`src/rtl/tamagotchi_pkg.sv`:
```
// Shared constants for the tamagotchi front end: stat indices, hold-FSM states, saturation limit.
// Pure declarations; no logic, no latency, no flow control.
package tamagotchi_pkg;

  localparam int SALUD     = 0;
  localparam int ENERGIA   = 1;
  localparam int HAMBRE    = 2;
  localparam int DIVERSION = 3;

  localparam logic [2:0] SAT_CNT = 3'd7;

  typedef enum logic [1:0] {
    IDLE,
    HOLD,
    FIRED
  } hold_state_t;

endpackage

```
`src/rtl/btn_debounce.sv`:
```
// One raw button: 2-flop synchroniser, stable-count debouncer, rise pulse in the first high cycle.
// Latency 2 + DB_CYCLES cycles from raw change to level change; no backpressure.
module btn_debounce #(
  parameter int DB_CYCLES = 500_000
) (
  input  logic clk,
  input  logic rst_n,
  input  logic raw,
  output logic level,
  output logic rise
);

  localparam int CW = $clog2(DB_CYCLES + 1);

  logic          sync_a;
  logic          sync_b;
  logic [CW-1:0] stable_cnt;

  always_ff @(posedge clk) begin
    if (!rst_n) begin
      sync_a     <= 1'b0;
      sync_b     <= 1'b0;
      level      <= 1'b0;
      rise       <= 1'b0;
      stable_cnt <= '0;
    end else begin
      sync_a <= raw;
      sync_b <= sync_a;
      rise   <= 1'b0;
      // Any sample agreeing with the current level restarts the stability window.
      if (sync_b == level) begin
        stable_cnt <= '0;
      end else if (stable_cnt == CW'(DB_CYCLES - 1)) begin
        stable_cnt <= '0;
        level      <= sync_b;
        rise       <= sync_b;
      end else begin
        stable_cnt <= stable_cnt + 1'b1;
      end
    end
  end

endmodule

```
`src/rtl/hold_timer.sv`:
```
// Measures whole seconds a debounced button is held (private second counter, saturating at 7).
// req pulses in the cycle count reaches HOLD_SEC; release clears count one cycle later; no backpressure.
module hold_timer
  import tamagotchi_pkg::*;
#(
  parameter int TICK_DIV = 50_000_000,
  parameter int HOLD_SEC = 5
) (
  input  logic       clk,
  input  logic       rst_n,
  input  logic       level,
  input  logic       rise,
  output logic [2:0] count,
  output logic       req
);

  localparam int SW = $clog2(TICK_DIV);

  hold_state_t   state;
  hold_state_t   state_nxt;
  logic [SW-1:0] sub;
  logic [SW-1:0] sub_nxt;
  logic [2:0]    count_nxt;
  logic          req_nxt;
  logic          sec_done;

  assign sec_done = (sub == SW'(TICK_DIV - 1));

  always_ff @(posedge clk) begin
    if (!rst_n) begin
      state <= IDLE;
      sub   <= '0;
      count <= '0;
      req   <= 1'b0;
    end else begin
      state <= state_nxt;
      sub   <= sub_nxt;
      count <= count_nxt;
      req   <= req_nxt;
    end
  end

  always_comb begin
    state_nxt = state;
    sub_nxt   = sub;
    count_nxt = count;
    req_nxt   = 1'b0;
    case (state)
      IDLE: begin
        if (rise) begin
          state_nxt = HOLD;
          sub_nxt   = '0;
          count_nxt = '0;
        end
      end
      HOLD, FIRED: begin
        if (!level) begin
          state_nxt = IDLE;
          sub_nxt   = '0;
          count_nxt = '0;
        end else begin
          // Seconds are measured from the press, independent of the shared tick.
          sub_nxt = sec_done ? '0 : sub + 1'b1;
          if (sec_done) begin
            if (count != SAT_CNT) count_nxt = count + 1'b1;
            if (state == HOLD && count_nxt == 3'(HOLD_SEC)) begin
              state_nxt = FIRED;
              req_nxt   = 1'b1;
            end
          end
        end
      end
      default: begin
        state_nxt = IDLE;
        sub_nxt   = '0;
        count_nxt = '0;
      end
    endcase
  end

endmodule

```
`src/rtl/tamagotchi_input_sched.sv`:
```
// Button front end, 1 s time base, hold timers, round-robin care arbiter and decay-strobe scheduler.
// Grants/strobes are registered one-hot pulses one cycle after their cause; pending bits queue contention, no backpressure.
module tamagotchi_input_sched
  import tamagotchi_pkg::*;
#(
  parameter int TICK_DIV    = 50_000_000,
  parameter int DB_CYCLES   = 500_000,
  parameter int HOLD_SEC    = 5,
  parameter int P_SALUD     = 120,
  parameter int P_ENERGIA   = 100,
  parameter int P_HAMBRE    = 70,
  parameter int P_DIVERSION = 50
) (
  input  logic       clk,
  input  logic       rst_n,
  input  logic [3:0] btn_care,
  input  logic       btn_reset,
  input  logic       btn_test,
  input  logic       test_mode_i,
  output logic       tick_1s,
  output logic [3:0] care_grant,
  output logic [1:0] sel,
  output logic [2:0] count_reset,
  output logic [2:0] count_test,
  output logic       reset_req,
  output logic       test_req,
  output logic [3:0] decay_strobe
);

  localparam int P_MAX_A = (P_SALUD > P_ENERGIA) ? P_SALUD : P_ENERGIA;
  localparam int P_MAX_B = (P_HAMBRE > P_DIVERSION) ? P_HAMBRE : P_DIVERSION;
  localparam int P_MAX   = (P_MAX_A > P_MAX_B) ? P_MAX_A : P_MAX_B;
  localparam int SEC_W   = ($clog2(P_MAX) < 1) ? 1 : $clog2(P_MAX);
  localparam int DIV_W   = $clog2(TICK_DIV);

  logic [3:0] care_level_unused;
  logic [3:0] care_rise;
  logic       rst_level;
  logic       rst_rise;
  logic       tst_level;
  logic       tst_rise;

  for (genvar g = 0; g < 4; g++) begin : g_care_db
    btn_debounce #(.DB_CYCLES(DB_CYCLES)) u_db (
      .clk   (clk),
      .rst_n (rst_n),
      .raw   (btn_care[g]),
      .level (care_level_unused[g]),
      .rise  (care_rise[g])
    );
  end

  btn_debounce #(.DB_CYCLES(DB_CYCLES)) u_db_reset (
    .clk   (clk),
    .rst_n (rst_n),
    .raw   (btn_reset),
    .level (rst_level),
    .rise  (rst_rise)
  );

  btn_debounce #(.DB_CYCLES(DB_CYCLES)) u_db_test (
    .clk   (clk),
    .rst_n (rst_n),
    .raw   (btn_test),
    .level (tst_level),
    .rise  (tst_rise)
  );

  hold_timer #(.TICK_DIV(TICK_DIV), .HOLD_SEC(HOLD_SEC)) u_hold_reset (
    .clk   (clk),
    .rst_n (rst_n),
    .level (rst_level),
    .rise  (rst_rise),
    .count (count_reset),
    .req   (reset_req)
  );

  hold_timer #(.TICK_DIV(TICK_DIV), .HOLD_SEC(HOLD_SEC)) u_hold_test (
    .clk   (clk),
    .rst_n (rst_n),
    .level (tst_level),
    .rise  (tst_rise),
    .count (count_test),
    .req   (test_req)
  );

  logic [DIV_W-1:0] div_cnt;

  always_ff @(posedge clk) begin
    if (!rst_n) begin
      div_cnt <= '0;
      tick_1s <= 1'b0;
    end else if (div_cnt == DIV_W'(TICK_DIV - 1)) begin
      div_cnt <= '0;
      tick_1s <= 1'b1;
    end else begin
      div_cnt <= div_cnt + 1'b1;
      tick_1s <= 1'b0;
    end
  end

  // Care arbiter: round-robin over pending presses, search starts just after the last winner.
  logic [3:0] care_pend;
  logic [3:0] care_req;
  logic [3:0] grant_nxt;
  logic [1:0] ptr;
  logic [1:0] grant_idx;
  logic [1:0] cand;

  always_comb begin
    care_req  = care_pend | care_rise;
    grant_nxt = '0;
    grant_idx = ptr;
    cand      = ptr;
    for (int k = 1; k <= 4; k++) begin
      cand = ptr + 2'(k);
      if (grant_nxt == 4'b0 && care_req[cand]) begin
        grant_nxt[cand] = 1'b1;
        grant_idx       = cand;
      end
    end
  end

  always_ff @(posedge clk) begin
    if (!rst_n) begin
      care_pend  <= '0;
      care_grant <= '0;
      ptr        <= 2'd3;
      sel        <= '0;
    end else if (reset_req) begin
      care_pend  <= '0;
      care_grant <= '0;
      ptr        <= 2'd3;
    end else begin
      care_grant <= grant_nxt;
      care_pend  <= care_req & ~grant_nxt;
      if (grant_nxt != 4'b0) begin
        ptr <= grant_idx;
        sel <= grant_idx;
      end
    end
  end

  function automatic logic [SEC_W-1:0] last_sec(input int i);
    case (i)
      SALUD:     return SEC_W'(P_SALUD - 1);
      ENERGIA:   return SEC_W'(P_ENERGIA - 1);
      HAMBRE:    return SEC_W'(P_HAMBRE - 1);
      DIVERSION: return SEC_W'(P_DIVERSION - 1);
      default:   return '0;
    endcase
  endfunction

  logic [3:0][SEC_W-1:0] sec_cnt;
  logic [3:0]            expire;
  logic [3:0]            decay_pend;
  logic [3:0]            decay_req;
  logic [3:0]            strobe_nxt;
  logic                  advance;

  assign advance = tick_1s & ~test_mode_i;

  // Lowest pending index wins, so simultaneous expiries drain in index order.
  always_comb begin
    expire = '0;
    for (int i = 0; i < 4; i++) begin
      expire[i] = advance && (sec_cnt[i] == last_sec(i));
    end
    decay_req  = decay_pend | expire;
    strobe_nxt = decay_req & (~decay_req + 4'd1);
  end

  always_ff @(posedge clk) begin
    if (!rst_n || reset_req) begin
      sec_cnt      <= '0;
      decay_pend   <= '0;
      decay_strobe <= '0;
    end else begin
      for (int i = 0; i < 4; i++) begin
        if (advance) sec_cnt[i] <= expire[i] ? '0 : sec_cnt[i] + 1'b1;
      end
      decay_pend   <= decay_req & ~strobe_nxt;
      decay_strobe <= strobe_nxt;
    end
  end

endmodule

```
`config.mk`:
```
export PLATFORM = sky130hd
export DESIGN_NAME = tamagotchi_input_sched
export DESIGN_NICKNAME = d
export VERILOG_FILES = /design/src/rtl/tamagotchi_pkg.sv /design/src/rtl/btn_debounce.sv /design/src/rtl/hold_timer.sv /design/src/rtl/tamagotchi_input_sched.sv
export SDC_FILE = /design/constraint.sdc
export NUM_CORES = 1
export LEC_CHECK = 0
export ABC_AREA = 1
export CORE_MARGIN = 2
export CORE_UTILIZATION = 40
export DETAILED_ROUTE_END_ITERATION = 16
export PLACE_DENSITY = 0.55
export SLEW_MARGIN = 10
export SYNTH_ARGS = -nofsm -noshare
export SYNTH_HDL_FRONTEND = slang
export SYNTH_SLANG_ARGS = --single-unit
```
`constraint.sdc`:
```
create_clock -name clk -period 4.11 [get_ports clk]
set_clock_uncertainty 0.15 [all_clocks]
set_input_delay 1.0275 -clock clk [delete_from_list [all_inputs] [get_ports clk]]
set_output_delay 1.0275 -clock clk [all_outputs]
set_load 0.005 [all_outputs]
```
# [After elaboration in Yosys (flattened, before gate mapping)]
# Cells that the tools add are included.
[classes] addsub=19 order_cmp=8 n_eq_ne=33 n_mux=65 bitwise_logic=27 n_reduce_logical=50
[ops] op="$mux W26" count=6
[ops] op="$add A19 B1 Y19 const B" count=6
[ops] op="$eq A19 B19 Y1 const B" count=6
[ops] op="$pmux W26 S2" count=2
[ops] op="$add A26 B1 Y26 const B" count=3
[ops] op="$eq A26 B26 Y1 const B" count=3
[ops] op="$mux W3" count=14
[ops] op="$reduce_or A3 Y1" count=12
[ops] op="$add A7 B1 Y7 const B" count=4
[ops] op="$mux W7" count=4
[ops] op="$mux W2" count=12
[ops] op="$eq A7 B7 Y1 const B" count=3
[ops] op="$or A4 B4 Y4" count=5
[ops] op="$reduce_and A2 Y1" count=9
[ops] op="$mux W4" count=4
[ops] op="$not A1 Y1" count=15
[ops] op="$logic_and A1 B1 Y1" count=13
[ops] op="$and A4 B4 Y4" count=3
[ops] op="$logic_not A4 Y1" count=3
[ops] op="$lt A2 B3 Y1 const B" count=4
[ops] op="$ne A3 B2 Y1 const B" count=4
[ops] op="$not A4 Y4" count=3
[ops] op="$pmux W3 S2" count=2
[ops] op="$mux W1" count=11
[ops] op="other kinds (23)" count=51
[word_totals] reg_bits=277 output_inout_bits=19 word_cells=252

# [Logic depth before layout (Yosys ltp)]
# Gate-level depths: netlist (run 1).
[depth] depth_word=17 mapped_depth=20

# [By module]
# Synthesis (run 1) repeated with hierarchy kept, for this count alone.
[hier_totals] cells_unflattened=2072 hier_area_um2=14179.8
[by_module_without_submodules] mod="btn_debounce" n_inst=6 cells_each=173 area_each_um2=1151.1 seq_area_each_um2=460.4
[by_module_without_submodules] mod="tamagotchi_input_sched" n_inst=1 cells_each=490 area_each_um2=3642.2 seq_area_each_um2=1481.4
[by_module_without_submodules] mod="hold_timer" n_inst=2 cells_each=272 area_each_um2=1815.5 seq_area_each_um2=640.6

# [Worst setup path before layout (run 1)]
# OpenSTA, ideal clock, no wires.
[synth_timing] kind="register to register" from="reg ptr[0]" to="reg sel[1]" arrival_time_ps=2406 required_time_ps=3845 path_slack_ps=1439 stages_incl_launch_ff=21 path_cell_list="dfxtp_1 > buf_6 > inv_8 > ha_1 > inv_1 > nand3_4 > nand2_8 > a21oi_4 > nand3_1 > nand2_2 > nor2_1 > nand3_1 > nand3_2 > nor2_4 > nand3_1 > nand2_2 > nor2_2 > nand2_4 > nand3_1 > nand2_1 > nor2_1"
[synth_between] elab_chain_len=17 elab_cells_between_ends=50 cone_classes="add/sub (3); order compare (8); mux (24); bitwise (3); reduce/logical (12)"
[synth_rtl] item="start, declared" line="tamagotchi_input_sched.sv:106" source="logic [1:0] ptr;"
[synth_rtl] item="start signal, assigned" line="tamagotchi_input_sched.sv:138" source="ptr <= grant_idx;"
[synth_rtl] item="$add A2 B1 Y2" line="tamagotchi_input_sched.sv:116" source="cand = ptr + 2'(k);"
[synth_rtl] item="$lt A2 B3 Y1 (implied by the code) / $ge A2 B1 Y1 (equally long branches)" line="tamagotchi_input_sched.sv:118" source="grant_nxt[cand] = 1'b1;"
[synth_rtl] item="$logic_and A1 B1 Y1 (implied by the code)" line="tamagotchi_input_sched.sv:118"
[synth_rtl] item="$mux W1 (implied by the code)" line="tamagotchi_input_sched.sv:118"
[synth_rtl] item="$demux W1 S2" line="tamagotchi_input_sched.sv:118"
[synth_rtl] item="$mux W4" line="tamagotchi_input_sched.sv:117" source="if (grant_nxt == 4'b0 && care_req[cand]) begin"
[synth_rtl] item="$logic_not A4 Y1" line="tamagotchi_input_sched.sv:117"
[synth_rtl] item="$logic_and A1 B1 Y1" line="tamagotchi_input_sched.sv:117"
[synth_rtl] item="$mux W4" line="tamagotchi_input_sched.sv:117"
[synth_rtl] item="$logic_not A4 Y1" line="tamagotchi_input_sched.sv:117"
[synth_rtl] item="$logic_and A1 B1 Y1" line="tamagotchi_input_sched.sv:117"
[synth_rtl] item="$mux W4" line="tamagotchi_input_sched.sv:117"
[synth_rtl] item="$logic_not A4 Y1" line="tamagotchi_input_sched.sv:117"
[synth_rtl] item="$logic_and A1 B1 Y1" line="tamagotchi_input_sched.sv:117"
[synth_rtl] item="$mux W4" line="tamagotchi_input_sched.sv:117"
[synth_rtl] item="$reduce_bool A4 Y1" line="tamagotchi_input_sched.sv:137" source="if (grant_nxt != 4'b0) begin"
[synth_rtl] item="$reduce_and A2 Y1 (no line)"
[synth_rtl] item="end signal, assigned" line="tamagotchi_input_sched.sv:139" source="sel <= grant_idx;"
[synth_rtl] item="end, declared" line="tamagotchi_input_sched.sv:22" source="output logic [1:0] sel,"
# Several ways; a longest one is shown, not always the timed one. The select of a mux whose other input is x is not followed.
# A chain may end at the register's enable or synchronous reset.

# [Worst setup path after layout (run 1)]
# Same ends and word-level chain as after synthesis.

==> results of run 1 <==
==> state kept, by name, indices dropped and copies added (netlist names), 3 cells and up <==
signal	flops
care_grant	4
care_pend	4
decay_pend	3
decay_strobe	4
div_cnt	26
g_care_db.u_db.level	4
g_care_db.u_db.rise	4
g_care_db.u_db.stable_cnt	76
g_care_db.u_db.sync_a	4
g_care_db.u_db.sync_b	4
sec_cnt	28
u_db_reset.stable_cnt	19
u_db_test.stable_cnt	19
u_hold_reset.count	3
u_hold_reset.sub	26
u_hold_test.count	3
u_hold_test.sub	26
==> cells by family (layout without fill, tap and decap cells) <==
group / Yosys count / after routing / synth area share
AND/OR/NAND/NOR: 793 / 793 / 0.300
flip-flops: 276 / 276 / 0.438
buffers and inverters: 295 / 364 / 0.0895
adder cells (fa/ha/maj): 32 / 32 / 0.0318
XOR/XNOR: 49 / 49 / 0.0340
AO/OA/AOI/OAI: 241 / 241 / 0.106
==> power by group <==
group | switching, mW | internal, mW
clock | 1.12 | 1.94
combinational | 0.866 | 0.455
sequential | 0.0687 | 2.76
==> cells in the mapped netlist, drive strengths merged <==
master	number
xnor2	15
and3	3
nand4	34
o32ai	1
a21o	1
nand2	263
nor2	242
o22ai	1
a211oi	10
nand3b	2
and2	1
o21a	12
nor4	37
a31oi	5
nor2b	1
o2111ai	2
a2111oi	1
xor2	34
clkinv	2
a311oi	2
a221oi	1
a21oi	123
inv	272
o21bai	1
o211ai	3
dfxtp	276
o21ai	72
nand3	90
clkbuf	15
o221ai	1
nor3b	18
buf	6
a31o	1
o31ai	4
ha	32
nor3	98
or2	4
==> worst max-delay path, stage by stage (launching register included) <==
cell and delay (ps):
dfxtp_1 640, inv_8 100, ha_1 400, inv_1 110, nand3_4 120, nand2_8 80, a21oi_4 180, nand3_1 110
nand2_2 130, nor2_1 60, nand3_1 100, nand3_2 100, nor2_4 170, nand3_1 120, nand2_1 130, nor2_2 60
nand2_4 90, nand3_1 80, nand2_1 70, nor2_1 40
==> path summary, 6_finish.rpt <==
| kind | startpoint | end |
|---|---|---|
| worst max-delay path | ptr[0]$_SDFFE_PP1P_ | sel[1]$_SDFFE_PN0P_ |
| worst min-delay path | g_care_db[0].u_db.sync_a$_SDFF_PN0_ | g_care_db[0].u_db.sync_b$_SDFF_PN0_ |
| worst max register to register | ptr[0]$_SDFFE_PP1P_ | sel[1]$_SDFFE_PN0P_ |
| worst min register to register | g_care_db[0].u_db.sync_a$_SDFF_PN0_ | g_care_db[0].u_db.sync_b$_SDFF_PN0_ |
==> through the flow <==
| step | worst slack (ps) | cell area, um^2 | util | power [mW] | hold WS, ps |
|---|---|---|---|---|---|
| 3_3_place_gp | 859 | 13300 | 0.426 | 4.19 | 247 |
| 5_1_grt | 669 | 14500 | 0.463 | 7.62 | 278 |
| 2_1_floorplan | 1440 | 12600 | - | 3.91 | 240 |
| 6_report | 964 | 14500 | 0.463 | 7.20 | 261 |
| 4_1_cts | 982 | 14500 | 0.463 | 7.32 | 263 |
| 3_5_place_dp | 839 | 13300 | 0.426 | 4.21 | 245 |
==> cells in the final DEF, fill, tap and decap left out, drive strengths merged, types with 5 or more instances in the layout <==
| cell | synthesis | layout |
|---|---|---|
| nor2 | 242 | 242 |
| clkinv | 2 | 10 |
| a21oi | 123 | 123 |
| nor3 | 98 | 98 |
| xnor2 | 15 | 15 |
| buf | 6 | 6 |
| xor2 | 34 | 34 |
| bufinv | 0 | 8 |
| clkinvlp | 0 | 6 |
| nand4 | 34 | 34 |
| ha | 32 | 32 |
| o21ai | 72 | 72 |
| dfxtp | 276 | 276 |
| nand2 | 263 | 263 |
| clkdlybuf4s50 | 0 | 27 |
| inv | 272 | 272 |
| clkbuf | 15 | 35 |
| nor4 | 37 | 37 |
| a211oi | 10 | 10 |
| o21a | 12 | 12 |
| a31oi | 5 | 5 |
| nor3b | 18 | 18 |
| nand3 | 90 | 90 |
==> layer usage <==
layer	up-vias	wire length, um
li1	5601	-
met2	88	10800
met4	0	381
met3	31	825
met5	-	0
met1	4648	12100
==> cell type report <==
cell class	instances	area (um^2)
Sequential cell	276	5530
Timing Repair Buffer	33	315
Clock buffer	35	821
Fill cell	3136	16800
Inverter	274	1040
Tap cell	402	503
Clock inverter	22	337
Multi-Input combinational cell	1115	5950
==> results.md, run 1 <==
* Sum of negative setup slack at 0 ps
* Critical Path Fanout Max at 10
* Vias in the first global route at 9595
* CTS root buffer: clkbuf_16
* Seq cells post-synth at 276
* Post-DRT Antenna Nets at 0
* Setup bufs post-CTS at 0
* Core area at ~0.031 mm^2
* H-tree lvl count at 1
* Tcrit/Tclk final at 0.765
* Placed cell count at about 2.1k
* Slew HR at 0.429
* Initial core utilization at 0.403
* Synth area leader: dfxtp_1
* CP Data Arrival Time at 3430 ps
* Max IR drop VDD at ~0.35 mV
* Gpl congestion at roughly 0.79
* R2R Setup Slk at between 900 and 1000 ps
* Worst setup SP type: register
* Crit. End Element: register
* Cts bufs inserted at 31
* Met3 Use GR at 0.0253
* WL per Instance at between 10 and 15 um
* Routed WL at approximately 24000 um
* Die W at around 180 um
* Yosys warns at 0
* Pwr dens at just under 500 mW/mm^2
* Die Area at 0.0330 mm^2
* Cells after synthesis at ~1.7k
* Number of port buffers at 27
* I/O pins at 28
* Vias per cell at about 4.8
* Reg2Reg Depth at 19
* DR pass1 iterations at 5
* First-pass GRT wire length at around 43000 um
* CTS clk-pin slew, worst paths at around 60 ps
* Largest net degree at the start of global routing at 23
* Endpoints failing hold at 0
* Die Height at around 180 um
* Hold depth at 2
* CTS tree: yes
* Final Slew Violations at 0
* Gr usage total at 0.149
* Worst-margin pin slew at about 850 ps
* Area Growth Syn to Fin at 14.9%
* Avg Cell Area, Syn at roughly 7.5 um^2
* Nets at approximately 1.8k
* Grt total ovfl at 0
* Placed wire-length estimate at roughly 17000 um
* Min-Delay Path Class: register to register
* LEAKAGE at a little over 5 nW
* Post-synthesis sequential area ratio at 0.438
* Max_cap viols at 0
* Row cnt at 65
* Ant. Diodes at 0
* Clock Latency Late Sink at roughly 550 ps
* Synth top area share at 0.438
* Status: completed
* DRC viols at 0
* Syn Nets at approximately 1.7k
* Met2 Use GR at 0.252
* Layout cells sized above 1 at 0.0769
* Max Buffers Root-to-Sink at 3
* Top post-synthesis cells by area: dfxtp_1 44%, inv_1 7.9%, nand2_1 7.3%, nor2_1 6.7%, a21oi_1 4.8%
* CP required at approximately 4400 ps
* Area of the mapped netlist at between 0.01 and 0.015 mm^2
* Final Critical Period at between 3000 and 4000 ps
* Post-CTS Resized at 0
* Drt initial violations at roughly 500
* Sink Count at 276
* Initial antenna violation count at 0
* Netlist cell types at between 50 and 60
* Met1 Use GR at 0.199
* Final instance count without filler cells at about 2.2k
* RSZ-0062 raised after global routing: no
* Critical path class: register to register
* CTS Hold Buffers Added at 0
* GR peak layer: met2
* Max Fclk at 318 MHz
* Count of final setup violators at 0
* Total number of vias at 10.4k
No activity file was read; power rests on OpenSTA's default activity.
==> inputs of run 2 (changes only) <==
PLACE_DENSITY = 0.57   (was 0.55)
clock period = 2.82 ns   (was 4.11 ns; I/O delays follow)
==> run 2 against run 1 <==
Highest routed layer unchanged; design area rose by 1.9%; setup slack worse by 790 ps; maximum frequency grew 19%; largest power group unchanged; clock power rose by 41%; cell count grew 1.3%.
==> results.md, run 2 (synthesized netlist as in run 1, its figures left out) <==
* Status: completed (unchanged)
* Row cnt at 65 (unchanged)
* Pwr dens at 718 mW/mm^2 (was 497 mW/mm^2)
* DP Worst Slack at 35.5 ps (was 839 ps)
* H-tree lvl count at 1 (unchanged)
* Max FFs per register at 76 (unchanged)
* WL per Instance at 11.4 um (was 11.2 um)
* CTS clk-pin slew, worst paths at 60 ps (about the same)
* Grt total ovfl at 0 (unchanged)
* Die W at 182 um (unchanged)
* Count of final setup violators at 0 (unchanged)
* Layout cells sized above 1 at 0.0993 (was 0.0769)
* DR pass1 iterations at 4 (was 5)
* Slew HR at 0.626 (was 0.429)
* Max Fclk at 377 MHz (was 318 MHz)
* Initial core utilization at 0.403 (unchanged)
* CTS root buffer: clkbuf_16 (unchanged)
* Area Growth Syn to Fin at 17.1% (was 14.9%)
* Cts bufs inserted at 31 (unchanged)
* Most common cell after layout, fill and taps aside: dfxtp_1 (unchanged)
* CP required at 3130 ps (was 4400 ps)
* Tcrit/Tclk final at 0.939 (was 0.765)
* First-pass GRT wire length at 43700 um (was 42800 um)
* Max Buffers Root-to-Sink at 3 (unchanged)
* Initial antenna violation count at 0 (unchanged)
* Gpl congestion at 0.796 (was 0.787)
* Final worst setup slack at 171 ps (was 964 ps)
* Core area at 0.0313 mm^2 (unchanged)
* LEAKAGE at 5.35 nW (was 5.19 nW)
* Worst setup SP type: register (unchanged)
* Total number of vias at 10.5k (was 10.4k)
* CP Data Arrival Time at 2950 ps (was 3430 ps)
* Drt initial violations at 440 (was 499)
* Number of port buffers at 27 (unchanged)
* Clock Latency Late Sink at 560 ps (was 550 ps)
* Max_cap viols at 0 (unchanged)
* Total chip power at 10.6 mW (was 7.20 mW)
* Max IR drop VDD at 0.571 mV (was 0.354 mV)
* Endpoints failing hold at 0 (unchanged)
* Sink Count at 276 (unchanged)
* Design Area, Final at 0.0148 mm^2 (was 0.0145 mm^2)
* Vias per cell at 4.79 (was 4.81)
* CTS tree: yes (unchanged)
* Ant. Diodes at 0 (unchanged)
* Final Util at 0.471 (was 0.463)
* Placed cell area at 0.0135 mm^2 (was 0.0133 mm^2)
* Placed wire-length estimate at 17700 um (was 17400 um)
* I/O pins at 28 (unchanged)
* Critical path class: register to register (unchanged)
* Most flops, register: g_care_db.u_db.stable_cnt (unchanged)
* Crit. End Element: register (unchanged)
* Worst-margin pin slew at 555 ps (was 854 ps)
* Commonest cells after routing, fill and taps aside: 273 x dfxtp_1, 264 x inv_1, 243 x nand2_1 (was 276 x dfxtp_1, 264 x inv_1, 244 x nand2_1)
* Nets at 1800 (was 1772)
* Gr usage total at 0.152 (was 0.149)
* Final Slew Violations at 0 (unchanged)
* Post-DRT Antenna Nets at 0 (unchanged)
* Largest net degree at the start of global routing at 23 (unchanged)
* Die Area at 0.0330 mm^2 (unchanged)
* Min-Delay Path Class: register to register (unchanged)
* DRC viols at 0 (unchanged)
* Smallest hold slack at 259 ps (was 261 ps)
* Critical Path Fanout Max at 8 (was 10)
* Routed WL at 24800 um (was 24100 um)
* Vias in the first global route at 10.0k (was 9595)
* Die Height at 182 um (unchanged)
* Final Critical Period at 2650 ps (was 3150 ps)
* Biggest regs: g_care_db.u_db.stable_cnt (76), sec_cnt (28) (unchanged)
-- run 2: cell count changes in the layout (fill, tap and decap cells not counted), moves of 2 or more --
cell,before,now
buf_4,6,34
bufinv_16,8,6
clkbuf_1,1,3
clkbuf_8,3,6
clkinv_2,5,8
clkinv_4,3,0
clkinvlp_4,6,2
dfxtp_1,276,273
dfxtp_2,0,2
nand3_1,80,73
nand3_2,8,14
-- run 2: report_power, final --
part	switching [mW]	internal [mW]	leakage, nW
logic	1.36	0.818	2.57
clock network	1.60	2.71	0.550
registers	0.0793	4.02	2.23
-- run 2: area by class of cell --
class,instances,area [um^2]
tap,402,503
fill,3091,16600
clock buffer,40,870
timing repair buffer,61,526
clock inverter,17,244
inverter,274,1040
sequential,276,5530
multi-input combinational,1115,6050
-- run 2: worst max-delay path, cell delays in order, from the launching register on --
cell	delay (ps)
dfxtp_4	370
inv_8	30
ha_4	280
inv_1	80
nand3_4	110
nand2_8	80
a21oi_4	230
nand3_2	130
nand3_4	120
inv_1	60
nand3_2	80
nand3_2	80
nor2_4	210
nand3_2	110
nand2_2	100
nor2_2	50
nand2_4	90
nand3_1	80
nand2_1	60
nor2_1	40
-- run 2: final timing paths --
check                           slack [ps]                     to                  start  depth (start not counted)
worst max-delay path                   170    sel[1]$_SDFFE_PN0P_    ptr[0]$_SDFFE_PP1P_                         19
worst min-delay path                   260  div_cnt[0]$_SDFF_PP0_  div_cnt[0]$_SDFF_PP0_                          1
worst max register to register         170    sel[1]$_SDFFE_PN0P_    ptr[0]$_SDFFE_PP1P_                         19
worst min register to register         260  div_cnt[0]$_SDFF_PP0_  div_cnt[0]$_SDFF_PP0_                          1
-- run 2: timing repair --
item / 4_1_cts / 5_1_grt
hold endpoints to repair: 0 / 0
gates resized for setup: 0 / 23
endpoints found under the setup margin: 0 / 8
hold buffers: 0 / 0
buffers inserted: 0 / 5
-- run 2: routing by layer --
metal,up-vias,global-route usage,part of all wire
li1,5648,-,-
met1,4693,0.194,0.50
met2,98,0.265,0.46
met3,34,0.0239,0.029
met4,0,0.0416,0.017
met5,-,0,0
-- run 2: metrics by stage --
| step | instances | setup TNS (ps) |
|---|---|---|
| 2_1_floorplan | 1686 | 0 |
| 3_3_place_gp | 2123 | 0 |
| 3_5_place_dp | 2123 | 0 |
| 4_1_cts | 2180 | 0 |
| 5_1_grt | 2185 | -17.7 |
| 6_report | 2185 | 0 |
